--- config.mk ---
export PLATFORM = sky130hd
export DESIGN_NAME = accum_window_capture
export DESIGN_NICKNAME = d
export VERILOG_FILES = /design/src/rtl/accum_window_capture.sv
export SDC_FILE = /design/constraint.sdc
export NUM_CORES = 1
export LEC_CHECK = 0
export CORE_MARGIN = 1.5
export CORE_UTILIZATION = 52
export CTS_BUF_LIST = sky130_fd_sc_hd__clkbuf_4
export DETAILED_ROUTE_END_ITERATION = 8
export GPL_TIMING_DRIVEN = 0
export PLACE_DENSITY_LB_ADDON = 0.08
export SKIP_CTS_REPAIR_TIMING = 1
export SLEW_MARGIN = 10
export SYNTH_ARGS = -nofsm -noshare
export SYNTH_HDL_FRONTEND = slang
export SYNTH_SLANG_ARGS = --single-unit
--- constraint.sdc ---
create_clock -name clk -period 3.5 [get_ports clk]
set_input_delay 1.05 -clock clk [delete_from_list [all_inputs] [get_ports clk]]
set_output_delay 1.05 -clock clk [all_outputs]
set_load 0.05 [all_outputs]
--- src/rtl/accum_window_capture.sv ---
// rtl/accum_window_capture.sv - windowed capture of accumulator sum and sticky flags with valid/ready output
// Optional: define ACCUM_WINDOW_SATURATE_EN to saturate captured data on carry/overflow.
module accum_window_capture #(
    parameter int N      = 8,
    parameter int WINDOW = 16,
    parameter int CW     = 16
) (
    input  logic          clk,
    input  logic          aclr,
    input  logic          en,
    input  logic [N-1:0]  S,
    input  logic          overflow,
    input  logic          carry,
    output logic          out_valid,
    input  logic          out_ready,
    output logic [N-1:0]  out_data,
    output logic          out_ovf,
    output logic          out_carry,
    output logic [CW-1:0] win_cnt,
    output logic [7:0]    drop_cnt
);
    typedef enum logic {EMPTY = 1'b0, FULL = 1'b1} state_t;

    localparam logic [CW-1:0] LAST = CW'(WINDOW - 1);

    state_t        state_q, state_d;
    logic [CW-1:0] win_cnt_q, win_cnt_d;
    logic          sticky_ovf_q, sticky_ovf_d;
    logic          sticky_carry_q, sticky_carry_d;
    logic [N-1:0]  out_data_q, out_data_d;
    logic          out_ovf_q, out_ovf_d;
    logic          out_carry_q, out_carry_d;
    logic [7:0]    drop_cnt_q, drop_cnt_d;

    logic          wend;
    logic          load;
    logic          drop;
    logic          cap_ovf;
    logic          cap_carry;
    logic [N-1:0]  cap_data;

    // The window-end sample's own flags belong to the window being captured.
    assign wend      = en && (win_cnt_q == LAST);
    assign cap_ovf   = sticky_ovf_q | overflow;
    assign cap_carry = sticky_carry_q | carry;

`ifdef ACCUM_WINDOW_SATURATE_EN
    always_comb begin
        cap_data = S;
        if (cap_carry) begin
            cap_data = '1;
        end else if (cap_ovf) begin
            cap_data = S[N-1] ? {1'b1, {(N-1){1'b0}}} : {1'b0, {(N-1){1'b1}}};
        end
    end
`else
    assign cap_data = S;
`endif

    always_ff @(posedge clk or negedge aclr) begin
        if (!aclr) begin
            state_q <= EMPTY;
        end else begin
            state_q <= state_d;
        end
    end

    always_comb begin
        state_d = state_q;
        case (state_q)
            EMPTY:   if (wend) state_d = FULL;
            FULL:    if (out_ready && !wend) state_d = EMPTY;
            default: state_d = EMPTY;
        endcase
    end

    // A ready consumer frees the register in the same cycle a new result lands.
    always_comb begin
        out_valid = (state_q == FULL);
        load      = wend && ((state_q == EMPTY) || out_ready);
        drop      = wend && (state_q == FULL) && !out_ready;
    end

    always_comb begin
        win_cnt_d      = win_cnt_q;
        sticky_ovf_d   = sticky_ovf_q;
        sticky_carry_d = sticky_carry_q;
        out_data_d     = out_data_q;
        out_ovf_d      = out_ovf_q;
        out_carry_d    = out_carry_q;
        drop_cnt_d     = drop_cnt_q;
        if (en) begin
            if (wend) begin
                win_cnt_d      = '0;
                sticky_ovf_d   = 1'b0;
                sticky_carry_d = 1'b0;
            end else begin
                win_cnt_d      = win_cnt_q + CW'(1);
                sticky_ovf_d   = cap_ovf;
                sticky_carry_d = cap_carry;
            end
        end
        if (load) begin
            out_data_d  = cap_data;
            out_ovf_d   = cap_ovf;
            out_carry_d = cap_carry;
        end
        if (drop && (drop_cnt_q != 8'hFF)) begin
            drop_cnt_d = drop_cnt_q + 8'd1;
        end
    end

    always_ff @(posedge clk or negedge aclr) begin
        if (!aclr) begin
            win_cnt_q      <= '0;
            sticky_ovf_q   <= 1'b0;
            sticky_carry_q <= 1'b0;
            out_data_q     <= '0;
            out_ovf_q      <= 1'b0;
            out_carry_q    <= 1'b0;
            drop_cnt_q     <= '0;
        end else begin
            win_cnt_q      <= win_cnt_d;
            sticky_ovf_q   <= sticky_ovf_d;
            sticky_carry_q <= sticky_carry_d;
            out_data_q     <= out_data_d;
            out_ovf_q      <= out_ovf_d;
            out_carry_q    <= out_carry_d;
            drop_cnt_q     <= drop_cnt_d;
        end
    end

    assign out_data  = out_data_q;
    assign out_ovf   = out_ovf_q;
    assign out_carry = out_carry_q;
    assign win_cnt   = win_cnt_q;
    assign drop_cnt  = drop_cnt_q;

endmodule

==> results.json <==
{
  "status": "completed",
  "track_usage_pct": 21.7,
  "grt_pass1_vias": 1241,
  "syn_inst": 140,
  "netlist_top_cells_area": "dfrtp_1 55%, xor2_1 7.3%, mux2_1 6.1%",
  "yosysWarnings": 0,
  "grt_max_degree": 38,
  "rows": 20,
  "slowest_stage": "clkdlybuf4s50_1",
  "fmax_mhz": 369,
  "drtIter0Drc": 29,
  "ant_nets": 0,
  "maxSlewViolCount": 0,
  "cpPeakStageDelay_ps": 850,
  "period_needed_ps": 2710,
  "cp_max_fo": 7,
  "fill_cells": 253,
  "cts_root_buffer": "clkbuf_4",
  "maxCapViolations": 0,
  "synth.avg_cell_area_um2": 11.9,
  "die_h_um": 59.7,
  "initial_core_util_pct": 54.8,
  "avgRoutedWirePerCell_um": 14.0,
  "drt_wl_total_um": 3340,
  "clkTransAtPathRegs_ps": 100,
  "yosysTopAreaCell": "dfrtp_1",
  "critPathBufInv": 1,
  "cts_made_buffers": 5,
  "io_buffers": 47,
  "synth_cell_types": 29,
  "p_int_w": 0.000836,
  "drc": 0,
  "grt_pass1_wl_um": 5620,
  "hold_class": "reg -> reg",
  "final_util_pct": 73.4,
  "setup_tns_ps": 0,
  "crit_arrival_ps": 1660,
  "cp-start-kind": "flip-flop",
  "crit_required_ps": 2450,
  "io_pins": 49,
  "critPathTopFamily": "buffers and inverters",
  "combPwrFrac_pct": 45.8,
  "detailed_place_hpwl_um": 2480,
  "syn_area_um2": 1670,
  "tightest_slew_ps": 785,
  "clock_sinks": 37,
  "syn_nets": 156,
  "overflow": 0,
  "routed-via-count": 1260,
  "clock_path_buffers": 2,
  "rsz0062_at_grt": "false",
  "drive_above_1_share_pct": 10.8,
  "clockPowerShare_pct": 14.0,
  "pwr_density_cell_nw_per_um2": 661,
  "gp_congestion": 0.852,
  "power.total_w": 0.00148,
  "core_um2": 3050,
  "slew_headroom_pct": 47.7,
  "viasPerCell": 5.27,
  "clkLatencyLatePin_ps": 340,
  "first_pass_iters": 4,
  "multi_input_area_um2": 707,
  "worstSetupPathType": "reg -> out",
  "num_antenna_cells": 0,
  "p_switching_w": 0.000646,
  "nets": 210,
  "skew_ps": 4.89,
  "die-area_um2": 3560,
  "cts_tree": "yes",
  "path_cells": "clkdlybuf4s50_1",
  "cts_htree_levels": 2,
  "setup_viol": 0,
  "cellLeakagePower_nw": 1.02,
  "end_kind": "output port",
  "seq_area_um2": 926,
  "synth.top_cell.area_share_pct": 55.4,
  "antenna_found_initial": 0,
  "seq_power_share_pct": 40.2,
  "synth-seq-cells": 37,
  "max-vdd-ir-drop_v": 0.000832,
  "fin_crit_sh_pct": 77.5,
  "switching_share_pct": 43.6,
  "die_w_um": 59.7,
  "syn_to_final_growth_pct": 34.1,
  "ys_seq_area_share_pct": 55.4,
  "report.final.hold_viol_count": 0
}
[metal layers]
metal  global-route usage [%]  vias to the layer above  share of wire [%]
met5                        0                        -                  0
met4                     10.5                        0                1.7
met2                     35.1                       46                 50
met1                     25.9                      614                 42
li1                         -                      594                  -
met3                     7.14                        6                6.4
[area by class of cell]
| type | count | area share [%] |
|---|---|---|
| flip-flops and latches | 37 | 41.3 |
| multi-input cells | 96 | 31.5 |
| repair buffers | 47 | 20.8 |
| well taps | 44 | 2.46 |
| clock buffers | 5 | 1.67 |
| plain buffers | 4 | 1.23 |
| clock inverters | 3 | 0.558 |
| inverters | 3 | 0.502 |
[flip-flops by register name (all words and copies together) (netlist names)]
register / cells
out_data: 8
sticky_carry_q: 1
win_cnt: 16
drop_cnt: 8
out_ovf: 1
sticky_ovf_q: 1
out_carry: 1
out_valid: 1
[per-stage QoR]
| stage | cells | instance area, um^2 | setup WS [ps] | hold slack, ps |
|---|---|---|---|---|
| 4_1_cts | 239 | 2240 | 763 | 501 |
| 2_1_floorplan | 140 | 1670 | 734 | 463 |
| 3_3_place_gp | 231 | 2200 | 598 | 466 |
| 6_report | 239 | 2240 | 788 | 496 |
| 5_1_grt | 239 | 2240 | 719 | 512 |
| 3_5_place_dp | 231 | 2190 | 562 | 476 |
[kinds of logic (layout without fill, tap and decap cells)]
kind of cell	count (synthesis)	after routing	synth area share [%]
DFF	37	37	55.4
and+or+nand+nor	54	54	19.7
adders and majority gates	2	2	1.50
muxes	11	11	7.41
buffers and inverters	7	62	2.32
AOI/OAI and AO/OA	9	9	3.22
xor gates and xnor gates	20	20	10.5
[synth_stat cells (all sizes together)]
library cell   n
o31ai          2
or4            4
inv            3
o2111ai        1
nor2          14
and3           4
o21ai          4
nand2          7
or2            1
xnor2          6
ha             2
clkbuf         1
nor2b          1
nand4          4
a21oi          2
and2           1
nor3           4
nand3         10
xor2          14
buf            3
dfrtp         37
nor4           4
mux2          11
[power groups by stage]
stage          clock (W)  sequential [W]  combinational [W]
2_1_floorplan          0        0.000913           0.000137
3_3_place_gp           0        0.000599           0.000674
3_5_place_dp           0        0.000606           0.000684
4_1_cts         0.000218        0.000598           0.000685
5_1_grt         0.000236        0.000609           0.000716
6_report        0.000207        0.000597           0.000679
[path summary, 6_finish.rpt]
check / start / endpoint / slack [ps] / cells past startpoint
setup / recovery: win_cnt[5] / win_cnt[5] / 790 / 1
hold / removal: out_data[0] / out_data[0] / 500 / 1
setup reg to reg: win_cnt[5] / drop_cnt[1] / 1160 / 5
hold reg to reg: out_data[0] / out_data[0] / 500 / 1
max in group asynchronous: aclr / win_cnt[7] / 2220 / 1
min in group asynchronous: aclr / out_data[6] / 770 / 1
[layout by cell type, fill, tap and decap left out, drive strengths merged]
master and count:
a21oi 2, and2 1, and3 4, buf 4
clkbuf 6, clkdlybuf4s50 46, clkinv 3, dfrtp 37
ha 2, inv 3, mux2 11, nand2 7
nand3 10, nand4 4, nor2 14, nor2b 1
nor3 4, nor4 4, o2111ai 1, o21ai 4
o31ai 2, or2 1, or4 4, xnor2 6
xor2 14
No activity file was read; power rests on OpenSTA's default activity.
